File: config.mk
export PLATFORM = sky130hd
export DESIGN_NAME = fetch_unit
export DESIGN_NICKNAME = d
export VERILOG_FILES = /design/src/rtl/fetch_unit.sv
export SDC_FILE = /design/constraint.sdc
export NUM_CORES = 1
export LEC_CHECK = 0
export BUFFER_PORTS_ARGS = -buffer_cell sky130_fd_sc_hd__buf_2
export CAP_MARGIN = 20
export CORE_UTILIZATION = 49
export CTS_CLUSTER_SIZE = 28
export DETAILED_ROUTE_END_ITERATION = 16
export GPL_TIMING_DRIVEN = 0
export PLACE_DENSITY = 0.79
export REMOVE_ABC_BUFFERS = 1
export SETUP_SLACK_MARGIN = 0.15
export SYNTH_ARGS = -nofsm -noshare
export SYNTH_HDL_FRONTEND = slang
export SYNTH_SLANG_ARGS = --single-unit
export TNS_END_PERCENT = 5
File: constraint.sdc
create_clock -name clk -period 1.9 [get_ports clk]
set_input_delay 0.38 -clock clk [delete_from_list [all_inputs] [get_ports clk]]
set_output_delay 0.38 -clock clk [all_outputs]
set_load 0.03 [all_outputs]
File: src/rtl/fetch_unit.sv
// Instruction fetch stage: PC sequencing, one-entry output slot to decode,
// execute-stage redirects and a sticky HALT on a configurable halt word.
module fetch_unit #(
  parameter logic [15:0] RESET_PC  = 16'h0000,
  parameter logic [15:0] HALT_INST = 16'hF025
) (
  input  logic        clk,
  input  logic        rst,
  output logic [15:0] pc_addr,
  input  logic [15:0] inst_in,
  input  logic        br_taken,
  input  logic [15:0] br_target,
  output logic [15:0] ir,
  output logic [15:0] ir_pc,
  output logic        out_valid,
  input  logic        out_ready,
  output logic        halted,
  output logic [15:0] inst_count
);

  typedef enum logic {
    S_RUN,
    S_HALT
  } state_t;

  state_t      r_state;
  logic [15:0] r_pc;
  logic [15:0] r_ir;
  logic [15:0] r_ir_pc;
  logic        r_valid;
  logic [15:0] r_cnt;

  logic w_xfer;
  logic w_load;

  assign w_xfer = r_valid & out_ready;
  assign w_load = ~r_valid | w_xfer;

  always_ff @(posedge clk) begin
    if (rst) begin
      r_state <= S_RUN;
      r_pc    <= RESET_PC;
      r_ir    <= 16'h0000;
      r_ir_pc <= 16'h0000;
      r_valid <= 1'b0;
      r_cnt   <= 16'h0000;
    end else begin
      if (w_xfer)
        r_cnt <= r_cnt + 16'd1;
      unique case (r_state)
        S_RUN: begin
          // redirect wins over a load; clearing bit 0 keeps the PC aligned
          if (br_taken) begin
            r_pc    <= br_target & 16'hFFFE;
            r_valid <= 1'b0;
          end else if (w_load) begin
            r_ir    <= inst_in;
            r_ir_pc <= r_pc;
            r_valid <= 1'b1;
            r_pc    <= r_pc + 16'd2;
            if (inst_in == HALT_INST)
              r_state <= S_HALT;
          end
        end
        S_HALT: begin
          if (w_xfer)
            r_valid <= 1'b0;
        end
        default: r_state <= S_RUN;
      endcase
    end
  end

  assign pc_addr    = r_pc;
  assign ir         = r_ir;
  assign ir_pc      = r_ir_pc;
  assign out_valid  = r_valid;
  assign halted     = (r_state == S_HALT);
  assign inst_count = r_cnt;

endmodule

* Word-level counts from Yosys, hierarchy flattened
Index checks and enable logic that the tools add are counted.
Word-level totals: register bits 66, bits of input ports 36, output and inout bits 66, logic and storage cells 30
Operators by class: add/sub/neg operators 2, equal/unequal tests 3, multiplexer cells 10, bitwise gates (word level) 5, reduce and logical (&&, ||, !) cells 4
Operators by type and width (count):
- $mux W16 | 2
- $add A16 B1 Y16 const B | 1
- $add A16 B2 Y16 const B | 1
- $eq A16 B16 Y1 const B | 1
- $mux W1 | 7
- $reduce_and A2 Y1 | 2
- $ne A3 B3 Y1 const B | 1
- $not A1 Y1 | 3
- $reduce_and A3 Y1 | 1
- $ne A2 B1 Y1 const B | 1
- $pmux W1 S2 | 1
- $reduce_bool A2 Y1 | 1
- $and A1 B1 Y1 | 1
- $or A1 B1 Y1 | 1

* Logic depth before layout (Yosys ltp)
Gate-level depths: netlist (run 1).
depth after elaboration 5, mapped depth 6, depth with buffers taken out 5

* Worst setup path after synthesis (run 1)
Ideal clock, no wire load.
path kind register -> register, start point register r_pc[1], in the netlist pc_addr[1], end point register r_pc[15], in the netlist pc_addr[15], library setup time 0.074 ns, data arrival time 1.786 ns, data required time 1.826 ns, slack 0.040 ns, stages on the path, launching flop included 7, buffers on the path 1, clock period less this slack 1.860 ns, cell sequence dfxtp_1 > ha_1 > and4_1 > clkbuf_1 > nand4_1 > or3_1 > a31oi_1
Between the ends: word-level cells in the longest chain between the ends 3
RTL lines:
- start, declared | RTL line 27 | logic [15:0] r_pc;
- start signal, assigned | RTL line 54 | r_pc <= br_target & 16'hFFFE;
- start signal, assigned | RTL line 60 | r_pc <= r_pc + 16'd2;
- $add A16 B2 Y16 | RTL line 60
- $mux W16 | RTL line 56 | end else if (w_load) begin
- $mux W16 | RTL line 53 | if (br_taken) begin
No other way between the ends. The select of a mux whose other input is x is not followed. A chain may end at the register's enable or synchronous reset.

* Worst setup path in the final report (run 1)
start point register r_cnt[7], in the netlist inst_count[7], end point register r_cnt[13], in the netlist inst_count[13]
Between the ends: word-level cells in the longest chain between the ends 1
RTL lines:
- start, declared | RTL line 31 | logic [15:0] r_cnt;
- start signal, assigned | RTL line 49 | r_cnt <= r_cnt + 16'd1;
- $add A16 B1 Y16 | RTL line 49
No other way between the ends.

==> impl_metrics.toml, run 1 <==
[cells_and_area]
syn_to_final_growth_pct = 31.1
layout-drive-gt1-share_pct = 33.0
finalNetCount = 491
antenna_cells = 0
final_common_cell = "buf_2"
final_cell_mix = "98 x buf_2, 80 x nand2_1, 54 x dfxtp_1"

[worst_setup_path]
worst_setup_path_start_kind = "flop"
ff2ff_setup_slack_ns = 0.15
endpoint = "inst_count[13]"
cp.arrival_ns = 2.02
path_max_fanout = 6
reg2reg_depth = 4
end_kind = "flop"
r2r-start = "inst_count[7]"
required_ns = 2.17
r2r-end = "inst_count[13]"
crit_type = "reg2reg"
startpoint = "inst_count[7]"

[logic_synthesis]
syn_avg_cell_area_um2 = 7.95
synth_seq_area_share_pct = 44.8
synthDistinctLibCells = 54
netlist.top_cell.by_area = "dfxtp_1"
syn-instance-count = 360
ys_ff_latch = 64
synth_top_area_share_pct = 44.8
synth_edf_count = 0
syn_area_um2 = 2860
yosysWarnings = 0
synthArstFlopShare_pct = 0
ys.flop_type = "dfxtp_1"
synth.area.top_cells = "dfxtp_1 45%, nand2_1 11%, a21oi_1 8.4%"

[cts]
cts_buffer_depth = 2
clock_latency_ns = 0.33
clock_sinks = 64
clockRootBuffer = "clkbuf_8"
cts_hold_buf = 0
numCtsBuffers = 9
clkTransAtPathRegs_ns = 0.07
cts_tree = "done"
h-tree-depth = 3

[timing]
finalCritPeriodShare_pct = 92.1
fmaxAchievable_mhz = 571
tightest_slew_ns = 0.543
fin_crit_ns = 1.75
hold_slack_ns = 0.286
rsz0062_at_grt = "yes"
finalClockSkew_ns = 0.00820
timing.slew.headroom_pct = 63.8
finalHoldViolCount = 0
slew_viol_final = 0
setup-violations-final = 0
final.setup.tns_ns = 0

[global_routing]
grt_usage_pct = 23.3
antenna_found_initial = 0
grt_pass1_vias = 2618
grt_max_degree = 44
grt_pass1_wl_mm = 11.5
overflow = 0

[floorplan]
placementRows = 27
die_w_um = 78.4
die_h_um = 78.4
core_um2 = 5570
ios = 102
dieArea_um2 = 6150
start_util_pct = 51.3

[pwr]
power_density_nw_per_um2 = 819
peakVddDrop_mv = 0.489
p_leak_uw = 0.00162

[place]
place.port_buffers = 98
post-dp-hpwl_mm = 4.82
gp_congestion = 0.798

[detailed_routing]
drt_iter0_drc = 128
dr.pass1.iters = 4
drc = 0
wl_mm = 7.18
antenna_left = 0
vias = 2883
vias_per_cell = 5.45
wl_per_cell_um = 13.6

[job]
cap_violations = 0

[status]
status = "finished clean"

[hold_path]
min_path_type = "in2reg"
layout make-up:
cell class                 instances  area, um^2
sequential                        64        1300
fill                             479        1830
clock buffer                      12         165
inverter                           6        22.5
clock inverter                     3        40.0
multi-input combinational        267        1540
timing repair buffer             105         587
tap                               72        90.1
synth_stat cells (2+ instances only):
cell,number
buf_4,2
a21o_1,2
xor2_1,2
a22oi_1,3
nand2_1,81
nand4_1,4
nand3_1,14
a211oi_1,3
nand2b_1,3
or3_1,3
clkbuf_1,16
nor3_1,9
ha_1,2
xnor2_1,9
or4_1,3
inv_1,6
nand4_2,2
buf_2,3
a31oi_1,4
nor4_1,5
a21oi_1,48
and2_1,2
o211ai_1,2
o21ai_0,6
nor2b_1,3
dfxtp_1,64
nor2_1,24
buf_1,2
o41ai_1,2
nand3b_1,2
and4_1,4
o31ai_1,3
through the flow:
| stage | util, % | total power, uW | area (um^2) | worst slack (ns) | instances |
|---|---|---|---|---|---|
| after floorplan | - | 1710 | 2760 | -0.899 | 337 |
| after global placement | 59.8 | 1870 | 3340 | -2.08 | 507 |
| after detailed placement | 61.3 | 1890 | 3410 | -0.522 | 511 |
| after CTS | 65.1 | 3090 | 3630 | 0.111 | 526 |
| after global routing | 67.3 | 3190 | 3750 | 0.0972 | 529 |
| final | 67.3 | 3070 | 3750 | 0.150 | 529 |
cells by family after synthesis:
| kind of cell | Yosys count | share of synthesized area (%) |
|---|---|---|
| and+or+nand+nor | 168 | 28.3 |
| AOI/OAI and AO/OA | 82 | 17.1 |
| DFF | 64 | 44.8 |
| buffers and inverters | 30 | 4.59 |
| xor gates and xnor gates | 11 | 3.37 |
| adders and majority gates | 2 | 0.875 |
| muxes | 2 | 0.744 |
| other | 1 | 0.131 |
critical path, stage by stage, from the launching register on:
cell,delay (ns)
dfxtp_2,0.36
nand4_1,0.23
or3_4,0.48
or4_4,0.50
a21oi_2,0.13
worst min path at each step:
stage | start | to | cells after the start
after floorplan | rst | inst_count[11] | 1
after global routing | inst_in[1] | ir[1] | 3
after CTS | inst_in[0] | ir[0] | 3
after global placement | ir_pc[4] | ir_pc[4] | 2
after detailed placement | ir_pc[4] | ir_pc[4] | 2
final | inst_in[2] | ir[2] | 3
layer usage:
layer | global-route usage (%) | share of wire [%]
met2 | 38.2 | 47
met3 | 5.00 | 7.2
met1 | 29.4 | 45
met5 | 0 | 0
met4 | 9.81 | 0.53
power by group:
group	internal, uW	leakage [uW]	switching [uW]	total [uW]
clock	702	0.000108	494	1200
sequential	1400	0.000528	59.8	1460
combinational	144	0.000981	276	420
sequential cells by signal, summed over array words and instances (netlist names):
register and cells:
inst_count 16, ir 16, ir_pc 15, pc_addr 15
halted 1, out_valid 1
timing repair:
action / 4_1_cts / 5_1_grt
setup endpoints to repair: 38 / 46
setup buffers: 0 / 3
gates resized for setup: 3 / 30
pin swaps: 0 / 5
Power figures use the tool's default switching activity.
==> run 2: changes to the inputs <==
ABC_AREA = 1   (was not set)
CORE_UTILIZATION = 51   (was 49)
PLACE_DENSITY = 0.8   (was 0.79)
==> run 2 against run 1 <==
  * Synthesized cell count up 25%
  * Sequential power about the same
  * Non-clock buffer count down 6
  * Power up 0.92%
  * Clock skew down 0.0026 ns
  * Cell count up 18%
  * Clock-buffer cell count up 1
  * Die area up 5.2%
  * Largest cell class unchanged
  * Largest power group unchanged
==> impl_metrics.toml, run 2 <==
[status]
status = "finished clean"

[logic_synthesis]
synth_seq_area_share_pct = 40.8
ys.flop_type = "dfxtp_1"
syn_area_um2 = 3140
synth_edf_count = 0
netlist.top_cell.by_area = "dfxtp_1"
syn-instance-count = 450
synth.area.top_cells = "dfxtp_1 41%, nand2_1 11%, nor2_1 8.0%"
syn_avg_cell_area_um2 = 6.97
yosysWarnings = 0
ys_ff_latch = 64
synth_top_area_share_pct = 40.8
synthDistinctLibCells = 38
synth_commonest_cells = "89 x nand2_1, 67 x nor2_1, 64 x dfxtp_1"
yosysMostFrequentCell = "nand2_1"
synthArstFlopShare_pct = 0

[detailed_routing]
wl_mm = 7.56
highest_layer = "met4"
dr.pass1.iters = 5
antenna_left = 0
wl_met2_mm = 3.43
wl_per_cell_um = 12.2
vias_per_cell = 5.12
drt_iter0_drc = 159
vias = 3184
wl_met3_um = 408
drc = 0
m1WireLength_mm = 3.53

[timing]
finalCritPeriodShare_pct = 82.7
slew_viol_final = 0
setup-violations-final = 0
timing.slew.headroom_pct = 62.8
fmaxAchievable_mhz = 636
tightest_slew_ns = 0.557
rsz0062_at_grt = "no"
hold_slack_ns = 0.274
worst_slack_ns = 0.329
fin_crit_ns = 1.57
finalHoldViolCount = 0
finalClockSkew_ns = 0.00563

[floorplan]
die_w_um = 80.4
dieArea_um2 = 6470
ios = 102
start_util_pct = 53.0
placementRows = 28
die_h_um = 80.4
core_um2 = 5920

[pwr]
power.switching_uw = 944
power.share.sequential_pct = 47.8
pwr-share-comb_pct = 16.9
clockPowerShare_pct = 35.2
peakVddDrop_mv = 0.474
p_leak_uw = 0.00180
power_uw = 3100
p_int_uw = 2160
power_density_nw_per_um2 = 815
p_sw_share_pct = 30.4

[global_routing]
grt_max_degree = 45
antenna_found_initial = 0
overflow = 0
grt_usage_pct = 24.8
grt_pass1_wl_mm = 12.4
grt_pass1_vias = 2859

[cts]
h-tree-depth = 3
clock_sinks = 64
clockRootBuffer = "clkbuf_8"
post_cts_buffers = 0
cts_hold_buf = 0
cts_buffer_depth = 2
clkTransAtPathRegs_ns = 0.07
numCtsBuffers = 9
clock_latency_ns = 0.34
cts_tree = "done"

[worst_setup_path]
crit_type = "reg2reg"
end_kind = "flop"
worst_setup_path_start_kind = "flop"
cp.arrival_ns = 1.80
path_max_fanout = 44
required_ns = 2.13

[place]
gp_congestion = 0.879
post-place-ws_ns = -0.187
place_area_um2 = 3610
place.port_buffers = 98
post-dp-hpwl_mm = 5.31

[job]
cap_violations = 0

[cells_and_area]
final_common_cell = "buf_2"
layout-drive-gt1-share_pct = 27.1
finalNetCount = 580
syn_to_final_growth_pct = 21.2
fin_area_um2 = 3800
final_cell_mix = "98 x buf_2, 89 x nand2_1, 67 x nor2_1"
nFillCells = 532
final_core_util_pct = 64.2
antenna_cells = 0

[hold_path]
min_path_type = "in2reg"
run 2: cell count changes in the layout (fill, tap and decap cells not counted), sizes merged, moves of 4 or more:
cell | before | now
nor2 | 24 | 87
o21ai | 6 | 52
inv | 6 | 46
nand2 | 81 | 91
xnor2 | 9 | 0
a21oi | 48 | 42
buf | 105 | 99
nand3 | 15 | 20
nand4 | 6 | 11
nor3 | 9 | 4
and4 | 4 | 0
nor4 | 5 | 1
run 2: repair_timing:
item | CTS | global route
hold endpoints to repair | 0 | 0
endpoints found under the setup margin | 0 | 24
resized for setup | 0 | 1
run 2: kinds of logic after synthesis:
logic type               synth area share (%)
AND/OR/NAND/NOR                          31.2
AO/OA/AOI/OAI                            16.7
buffers and inverters                    10.1
flip-flops                               40.8
adder cells (fa/ha/maj)                 0.798
XOR/XNOR                                0.279
other                                   0.120
run 2: worst paths after layout:
check | start | end | slack (ns) | depth (start not counted)
worst max-delay path | out_valid | ir[7] | 0.33 | 6
worst min-delay path | inst_in[13] | ir[13] | 0.27 | 3
worst max register to register | out_valid | ir[7] | 0.33 | 6
worst min register to register | inst_count[14] | inst_count[14] | 0.48 | 2
run 2: power by group through the flow:
stage               logic [uW]  clock network, uW  registers, uW
floorplan                  188                  0           1660
global placement           511                  0           1510
detailed placement         525                  0           1510
CTS                        527               1110           1480
global route               577               1170           1490
finish                     525               1090           1480
run 2: layer usage:
layer / global-route usage, % / vias to the layer above
met2: 40.0 / 102
li1: - / 1635
met3: 5.80 / 17
met1: 30.8 / 1430
met5: 0 / -
met4: 12.0 / 0
run 2: layout make-up:
cell class                 count  area (um^2)  area share [%]
multi-input combinational    321         1540            40.6
timing repair buffer          99          518            13.6
sequential                    64         1280            33.7
tap                           75         93.8            2.47
clock inverter                 3         15.0           0.395
inverter                      47          183            4.80
clock buffer                  13          169            4.44
run 2: metrics by stage:
stage,TNS [ns],instances
6_report,0,622
3_3_place_gp,-19.65,605
5_1_grt,0,622
2_1_floorplan,0,432
4_1_cts,0,622
3_5_place_dp,-2.84,606
run 2: critical path, cell delays in order (launching register included):
cell and delay, ns:
dfxtp_1 0.34, nand2_1 0.15, inv_2 0.09, nor2_8 0.44, inv_4 0.22, nor2_2 0.14
nor2_1 0.06
